### src/rtl/pimp_pkg.sv
// Shared types for the program sequencer: state encoding and core address width.
package pimp_pkg;
    localparam int PIMP_ADDR_W = 8;

    typedef enum logic [2:0] {
        IDLE,
        LAUNCH,
        SETTLE,
        RUN,
        FINISH,
        ERR
    } seq_state_t;
endpackage

### src/rtl/sat_counter.sv
// 16-bit up counter with synchronous clear, enable, and a compare flag that
// fires when the next increment would reach the limit.
module sat_counter (
    input  logic        clk,
    input  logic        rst,
    input  logic        clr,
    input  logic        en,
    input  logic [15:0] limit,
    output logic [15:0] count,
    output logic        last
);
    logic [15:0] count_q, count_d;

    always_comb begin
        count_d = count_q;
        if (clr) begin
            count_d = '0;
        end else if (en && (count_q != 16'hFFFF)) begin
            count_d = count_q + 16'd1;
        end
    end

    always_ff @(posedge clk or posedge rst) begin
        if (rst) count_q <= '0;
        else     count_q <= count_d;
    end

    assign count = count_q;
    assign last  = ((count_q + 16'd1) == limit);
endmodule

### src/rtl/prog_sequencer.sv
// Launches a fixed list of programs on the core back-to-back, reporting each
// program's RUN-cycle count and aborting with a sticky flag on timeout.
module prog_sequencer
    import pimp_pkg::*;
#(
    parameter int                               NUM_PROGS    = 3,
    parameter logic [NUM_PROGS*PIMP_ADDR_W-1:0] START_ADDRS  = {8'd128, 8'd64, 8'd0},
    parameter int                               START_CYCLES = 2,
    parameter logic [15:0]                      TIMEOUT      = 16'd4000
) (
    input  logic                                             CLK,
    input  logic                                             Reset,
    input  logic                                             Go,
    input  logic                                             CoreDone,
    output logic                                             Start,
    output logic [PIMP_ADDR_W-1:0]                           StartAddr,
    output logic                                             Busy,
    output logic [(NUM_PROGS > 1 ? $clog2(NUM_PROGS) : 1)-1:0] ProgIdx,
    output logic [15:0]                                      CycleCount,
    output logic                                             CountValid,
    output logic                                             AllDone,
    output logic                                             TimedOut
);
    localparam int                IDX_W    = (NUM_PROGS > 1) ? $clog2(NUM_PROGS) : 1;
    localparam logic [IDX_W-1:0]  LAST_IDX = IDX_W'(NUM_PROGS - 1);

    seq_state_t             state_q, state_d;
    logic [IDX_W-1:0]       prog_idx_q, prog_idx_d;
    logic [15:0]            cycle_count_q, cycle_count_d;
    logic                   count_valid_q, count_valid_d;
    logic                   all_done_q, all_done_d;
    logic                   timed_out_q, timed_out_d;
    logic                   start_q, start_d;
    logic                   busy_q, busy_d;
    logic [PIMP_ADDR_W-1:0] start_addr_q, start_addr_d;

    logic [15:0] launch_count, run_count;
    logic        launch_last, run_last;

    sat_counter u_launch_cnt (
        .clk   (CLK),
        .rst   (Reset),
        .clr   (state_q != LAUNCH),
        .en    (state_q == LAUNCH),
        .limit (16'(START_CYCLES)),
        .count (launch_count),
        .last  (launch_last)
    );

    sat_counter u_run_cnt (
        .clk   (CLK),
        .rst   (Reset),
        .clr   (state_q != RUN),
        .en    (state_q == RUN),
        .limit (TIMEOUT),
        .count (run_count),
        .last  (run_last)
    );

    always_comb begin
        state_d       = state_q;
        prog_idx_d    = prog_idx_q;
        cycle_count_d = cycle_count_q;
        count_valid_d = 1'b0;
        all_done_d    = all_done_q;
        timed_out_d   = timed_out_q;
        case (state_q)
            IDLE, FINISH, ERR: begin
                if (Go) begin
                    state_d     = LAUNCH;
                    prog_idx_d  = '0;
                    all_done_d  = 1'b0;
                    timed_out_d = 1'b0;
                end
            end
            LAUNCH: if (launch_last) state_d = SETTLE;
            // PC can still read all-ones here, so CoreDone is not looked at.
            SETTLE: state_d = RUN;
            RUN: begin
                if (CoreDone) begin
                    cycle_count_d = run_count + 16'd1;
                    count_valid_d = 1'b1;
                    if (prog_idx_q == LAST_IDX) begin
                        state_d    = FINISH;
                        all_done_d = 1'b1;
                    end else begin
                        prog_idx_d = prog_idx_q + 1'b1;
                        state_d    = LAUNCH;
                    end
                end else if (run_last) begin
                    timed_out_d = 1'b1;
                    state_d     = ERR;
                end
            end
            default: state_d = IDLE;
        endcase
        // Outputs are registered copies of the next-state decode.
        start_d      = (state_d == LAUNCH);
        busy_d       = !(state_d inside {IDLE, FINISH, ERR});
        start_addr_d = START_ADDRS[PIMP_ADDR_W*int'(prog_idx_d) +: PIMP_ADDR_W];
    end

    always_ff @(posedge CLK or posedge Reset) begin
        if (Reset) begin
            state_q       <= IDLE;
            prog_idx_q    <= '0;
            cycle_count_q <= '0;
            count_valid_q <= 1'b0;
            all_done_q    <= 1'b0;
            timed_out_q   <= 1'b0;
            start_q       <= 1'b0;
            busy_q        <= 1'b0;
            start_addr_q  <= START_ADDRS[PIMP_ADDR_W-1:0];
        end else begin
            state_q       <= state_d;
            prog_idx_q    <= prog_idx_d;
            cycle_count_q <= cycle_count_d;
            count_valid_q <= count_valid_d;
            all_done_q    <= all_done_d;
            timed_out_q   <= timed_out_d;
            start_q       <= start_d;
            busy_q        <= busy_d;
            start_addr_q  <= start_addr_d;
        end
    end

    assign Start      = start_q;
    assign StartAddr  = start_addr_q;
    assign Busy       = busy_q;
    assign ProgIdx    = prog_idx_q;
    assign CycleCount = cycle_count_q;
    assign CountValid = count_valid_q;
    assign AllDone    = all_done_q;
    assign TimedOut   = timed_out_q;
endmodule
### config.mk
export PLATFORM = sky130hd
export DESIGN_NAME = prog_sequencer
export DESIGN_NICKNAME = d
export VERILOG_FILES = /design/src/rtl/pimp_pkg.sv /design/src/rtl/sat_counter.sv /design/src/rtl/prog_sequencer.sv
export SDC_FILE = /design/constraint.sdc
export NUM_CORES = 1
export LEC_CHECK = 0
export ABC_AREA = 1
export BUFFER_PORTS_ARGS = -buffer_cell sky130_fd_sc_hd__buf_2
export CAP_MARGIN = 5
export CORE_ASPECT_RATIO = 1.75
export CORE_MARGIN = 2
export CORE_UTILIZATION = 29
export CTS_CLUSTER_SIZE = 25
export DETAILED_ROUTE_END_ITERATION = 10
export PLACE_DENSITY = 0.45
export REMOVE_ABC_BUFFERS = 1
export SKIP_LAST_GASP = 1
export SYNTH_ARGS = -nofsm -noshare
export SYNTH_HDL_FRONTEND = slang
export SYNTH_SLANG_ARGS = --single-unit
export TNS_END_PERCENT = 30
### constraint.sdc
create_clock -name CLK -period 3.1 [get_ports CLK]
set_input_delay 0.31 -clock CLK [delete_from_list [all_inputs] [get_ports CLK]]
set_output_delay 0.31 -clock CLK [all_outputs]
set_load 0.01 [all_outputs]
==> results of run 1 <==
[layer usage]
metal,vias up,wire (um)
li1,1480,-
met1,1403,3260
met2,57,5130
met3,14,272
met4,0,290
met5,-,0
[power breakdown]
group          internal (uW)  leakage [uW]  switching, uW
sequential               896      0.000817           76.4
clock                    665      0.000140            379
combinational            200       0.00108            410
[cell families after synthesis]
kind of cell | Yosys count
buf+inv | 74
other cells | 1
compound gates | 48
simple gates | 255
xor+xnor | 6
flops | 60
fa+ha+maj | 6
[cells in the final DEF, fill, tap and decap left out]
cell	instances
a21oi_2	1
clkbuf_16	9
buf_4	5
bufinv_16	1
nor2_1	45
o21ai_1	2
nand4_1	12
a21oi_1	7
nor3_1	2
nand2_4	1
xor2_1	4
xnor2_1	2
o21ai_0	36
nand3_2	6
nor2_4	2
nor4_1	1
ha_1	6
inv_2	4
or3_1	1
nor2b_1	1
nor2_8	1
inv_1	57
buf_2	28
nand3b_1	2
nor2_2	8
conb_1	6
nand3_1	25
clkbuf_8	2
clkinvlp_4	4
nand2_1	142
a22oi_1	2
nand2_2	5
dfrtp_1	60
and2_1	1
[cell usage after synthesis, types with 6 or more instances]
cell type and number:
nand2_1 142, dfrtp_1 60, inv_1 58, nor2_1 45, o21ai_0 36, nand3_1 25
nand4_1 12, nor2_2 8, a21oi_1 7, buf_4 7, ha_1 6, nand3_2 6
[worst reg2reg max path, cell delays in order (launching register included)]
cell     delay, ns
dfrtp_1       0.37
inv_1         0.10
nand2_1       0.10
nor2_2        0.08
buf_4         0.21
inv_1         0.23
nor2_2        0.44
inv_2         0.30
nand2_1       0.14
o21ai_0       0.08
[through the flow]
step	hold slack [ns]	instances	power (uW)	util, %	worst slack, ns
finish	0.200	623	2630	35.2	0.922
global route	0.292	623	2800	35.2	0.598
global placement	0.457	607	1610	32.4	0.820
floorplan	0.479	442	1370	-	1.30
detailed placement	0.457	607	1610	32.4	0.879
CTS	0.238	623	2670	35.2	0.852
[path summary, 6_finish.rpt]
check	start	endpoint	slack, ns	depth (start not counted)
setup / recovery	state_q[2]	CycleCount[13]	0.92	9
min in group CLK	CoreDone	AllDone	0.32	3
hold reg to reg	CycleCount[6]	CycleCount[6]	0.46	2
hold / removal	Reset	CycleCount[7]	0.20	2
setup reg to reg	state_q[2]	CycleCount[13]	0.92	9
max in group asynchronous	Reset	AllDone	2.14	3
[registers in the layout, indices dropped and copies added, names as in the netlist]
name                flops
AllDone                 1
Busy                    1
CountValid              1
CycleCount             16
ProgIdx                 2
Start                   1
StartAddr               2
TimedOut                1
state_q                 3
u_launch_cnt.count     16
u_run_cnt.count        16
[area by class of cell]
| type | instances | area share, % |
|---|---|---|
| tap | 132 | 4.20 |
| timing repair buffer | 33 | 4.52 |
| multi-input combinational | 321 | 39.3 |
| inverter | 61 | 5.82 |
| clock buffer | 11 | 6.43 |
| sequential | 60 | 38.2 |
| clock inverter | 5 | 1.53 |
==> impl_results.md, run 1 <==
* Outcome: completed
* YS warnings at 0
* Synth Area in XOR/XNOR at 1.58%
* Drt first pass iters at 4
* GP Congestion at 0.845
* Total wire length at 8960 um
* Die W at 85.1 um
* Clk buf depth at 2
* CTS Root Cell: clkbuf_16
* Sequential cell area at 1500 um2
* Top cells by area, synth: dfrtp_1, nand2_1, inv_1
* Final instance area at 3930 um2
* Compound-Gate Fraction of Synth Area at 7.46%
* Post-DP Area at 3620 um2
* Remaining DRCs at 0
* I/O Pins at 35
* LEAKAGE at 0.00204 uW
* Gr usage total at 15.4%
* RSZ-0062 raised after global routing: no
* CTS clk-pin slew, worst paths at 0.06 ns
* Avg Inst Size Synth at 7.41 um2
* GR Util met1 at 14.9%
* Setup-failing EPs final at 0
* N_diodes at 0
* Initial antenna violation count at 0
* Nets at 496
* Crit-path cells: inv_1, nand2_1, nor2_2, buf_4, inv_1, nor2_2, inv_2, nand2_1, o21ai_0
* Number of synthesized register bits at 60
* Delay-heaviest family, CP: buffers and inverters
* Fmax at 459 MHz
* Max-slew violations at 0
* Vias per cell at 4.74
* Post-route minimum period at 2.18 ns
* Multi-input logic area at 1550 um2
* Crit path launch type: flip-flop
* Multiplexer share of the synthesized area at 0%
* Die area at 12,400 um2
* Final Skew at 0.00435 ns
* Max-Slew Margin vs Limit at 34.6%
* Post-CTS Setup Inserts at 0
* Synth Area in Adders at 2.25%
* Worst Path Buf+Inv at 4
* Cts hold-fix bufs at 0
* Synthesized instance count at 450
* Worst setup path class: flip-flop to flip-flop
* Clk_lat worst skew at 0.34 ns
* Worst Path Arrival at 2.38 ns
* Met3 GRT Util at 3.86%
* Post-synth top area share at 45.0%
* Max Cap Violations at 0
* Simple-gate share of the synthesized area at 34.4%
* CTS tree: built
* Routed len/inst at 14.4 um
* Antenna-violating nets left at 0
* Crit share post-route at 70.3%
* Async S/R FF share, synth at 100%
* Seq/Total Area, Yosys at 45.0%
* Top FF cell, synth: dfrtp_1
* Vias in the first global route at 2,963
* Worst Path Required at 3.30 ns
* Total CTS buffers at 9
* IO Port Bufs at 28
* Site Rows at 51
* Fill cells at 1,170
* Clock net sink count at 60
* Gr busiest metal: met2
* Max incr delay on CP at 0.43 ns
* Combinational family with the most area after synthesis: simple AND/OR/NAND/NOR gates
* Layout area overhead at 17.9%
* Total grt overflow at 0
* Synthesized cell area at 3340 um2
* Synth area leader: dfrtp_1
* Vias after detailed routing at 2,954
* Worst slew pin tran at 0.979 ns
* Core box area at 11,200 um2
* Hold Vio Cnt, Final at 0
* Worst-path fanout max at 27
* Yosys cell types at 32
* TNS Setup at 0 ns
* Final HPWL DP at 6850 um
* Share of post-route cells with drive strength above 1 at 15.7%
* # resized after CTS at 0
* Peak VDD IR at 0.000323 V
* Die Ht at 146 um
* Met2 Resource Use GR at 29.3%
* First DRT Iteration DRCs at 136
* Hold Path Class: input pin to async pin
* Crit path capture type: flip-flop
* Slowest-stage cell, CP: nor2_2
* Htree depth at 3
* Power Density at 668 nW/um2
* First-pass GRT wire length at 14,800 um
* Initial core utilization at 29.9%
* Largest net degree at the start of global routing at 45
* Number of flops mapped to enable cells by yosys at 0
(Power assumes the default switching activity.)
==> inputs of run 2 (changes only) <==
==> constraint.sdc (replaced) <==
create_clock -name CLK -period 2.01 [get_ports CLK]
set_input_delay 0.201 -clock CLK [delete_from_list [all_inputs] [get_ports CLK]]
set_output_delay 0.201 -clock CLK [all_outputs]
set_load 0.01 [all_outputs]
==> impl_results.md, run 2 (same netlist as run 1, synthesis figures left out) <==
* Outcome: completed
* Switching share of power at 33.9%
* I/O Pins at 35
* CTS clk-pin slew, worst paths at 0.05 ns
* Routed len/inst at 14.1 um
* Antenna-violating nets left at 0
* Setup-failing EPs final at 0
* Commonest non-fill, non-tap cell in the layout: nand2_1
* Most common cell on crit path: nand2_2
* Total CTS buffers at 9
* CTS tree: built
* Max-slew violations at 0
* Crit path launch type: flip-flop
* Peak VDD IR at 0.000629 V
* Worst setup path class: flip-flop to flip-flop
* GP Congestion at 0.888
* Final Skew at 0.00548 ns
* Clk buf depth at 2
* Fmax at 538 MHz
* Initial antenna violation count at 0
* First-pass GRT wire length at 14,900 um
* Hold path endpoint: AllDone
* Fill cells at 1,179
* Max Cap Violations at 0
* TNS Setup at 0 ns
* Core Util, Final at 36.1%
* Crit path capture type: flip-flop
* LEAKAGE at 0.00207 uW
* RSZ-0062 raised after global routing: yes
* Largest net degree at the start of global routing at 42
* Hold depth at 3
* Final hold slack at 0.227 ns
* Comb pwr share at 27.2%
* N_diodes at 0
* Final instance area at 4030 um2
* Nets at 506
* Vias after detailed routing at 2,950
* Seq pwr share at 37.3%
* Gr usage total at 15.5%
* Remaining DRCs at 0
* Crit share post-route at 92.5%
* Total wire length at 8910 um
* Site Rows at 51
* Most frequent cells in the layout: nand2_1, dfrtp_1, inv_1
* Switching pwr at 1350 uW
* Total grt overflow at 0
* Hold Path Class: input pin to flip-flop
* Final HPWL DP at 6900 um
* IO Port Bufs at 28
* Crit-path cells: ha_4, nand2_2, nor2_4, nand2_1, nand2_2, nand3_2, nor2_2, nand3_1, nor2_2, nand3_1, nand2_1, nand2_2, nand2_2, nand2_1
* Hold_sp: CoreDone
* Worst R2R Setup Slack at 0.15 ns
* Reg2reg path depth at 14
* Worst Path Required at 2.23 ns
* Vias in the first global route at 3,057
* Cell-internal power at 2640 uW
* FF-to-FF End: Busy
* Clock net sink count at 60
* CTS Root Cell: clkbuf_16
* Die area at 12,400 um2
* Die W at 85.1 um
* Worst-path fanout max at 4
* Slowest-stage cell, CP: dfrtp_1
* Clk_lat worst skew at 0.32 ns
* Share of post-route cells with drive strength above 1 at 19.4%
* Drt first pass iters at 4
* Reg-to-reg critical path startpoint: u_launch_cnt.count[1]
* Htree depth at 3
* Die Ht at 146 um
* First DRT Iteration DRCs at 151
* Hold Vio Cnt, Final at 0
* Initial core utilization at 29.9%
* Core box area at 11,200 um2
* Layout area overhead at 20.9%
* Max incr delay on CP at 0.41 ns
* Vias per cell at 4.66
* Clock Power Share at 35.6%
* Worst Path Arrival at 2.07 ns
* Power Density at 989 nW/um2
* Post-DP Area at 3690 um2
* Post-route minimum period at 1.86 ns
[run 2: cell count changes in the layout (fill, tap and decap cells not counted), sizes merged]
| cell | delta |
|---|---|
| clkbuf | -1 |
| clkinv | +2 |
| bufinv | -1 |
| dlygate4sd3 | +1 |
| buf | +9 |
[run 2: layout make-up]
cell class                 instances  area (um2)  area share [%]
sequential                        60        1500            37.3
clock buffer                      10         239            5.93
inverter                          61         229            5.68
multi-input combinational        321        1590            39.4
clock inverter                     6        40.0           0.993
tap                              132         165            4.10
timing repair buffer              43         268            6.64
[run 2: worst max-delay path by stage]
stage                     cells past startpoint        endpoint                  start  slack, ns
after floorplan                               8  CycleCount[12]             state_q[2]       0.21
after global placement                       14            Busy  u_launch_cnt.count[0]      -0.06
after detailed placement                     14            Busy  u_launch_cnt.count[0]      -0.05
after CTS                                    13            Busy     u_run_cnt.count[0]       0.03
after global routing                         13            Busy  u_launch_cnt.count[2]      -0.02
final                                        14            Busy  u_launch_cnt.count[1]       0.15
[run 2: per-layer routing]
metal  GRT usage [%]  part of all wire [%]  vias up
li1                -                     -     1495
met2            30.2                    59       43
met5               0                     0        -
met1            15.0                    36     1394
met3            2.44                   2.0       18
met4            7.62                   2.9        0
[run 2: power by group through the flow]
stage / clock, uW / combinational (uW) / sequential (uW)
3_5_place_dp: 0 / 1070 / 1500
3_3_place_gp: 0 / 1060 / 1500
6_report: 1420 / 1080 / 1490
4_1_cts: 1470 / 1080 / 1480
5_1_grt: 1530 / 1230 / 1510
2_1_floorplan: 0 / 546 / 1560
[run 2: per-stage QoR]
stage / std cells / power [uW] / setup slack, ns
finish: 633 / 3990 / 0.152
detailed placement: 615 / 2570 / -0.0542
CTS: 632 / 4030 / 0.0258
global placement: 615 / 2560 / -0.0558
global route: 633 / 4270 / -0.0169
floorplan: 442 / 2110 / 0.209
[run 2: what timing repair did]
action | CTS | global route
setup buffers | 0 | 1
pin swaps | 0 | 6
hold endpoints to repair | 19 | 0
setup endpoints to repair | 2 | 2
gates resized for setup | 2 | 11
hold buffers | 1 | 0
[run 2: critical path, delay by kind of cell (launching register included)]
kind | cells | cell delay [ns]
DFF | 1 | 0.41
and+or+nand+nor | 13 | 1.15
adders and majority gates | 1 | 0.18
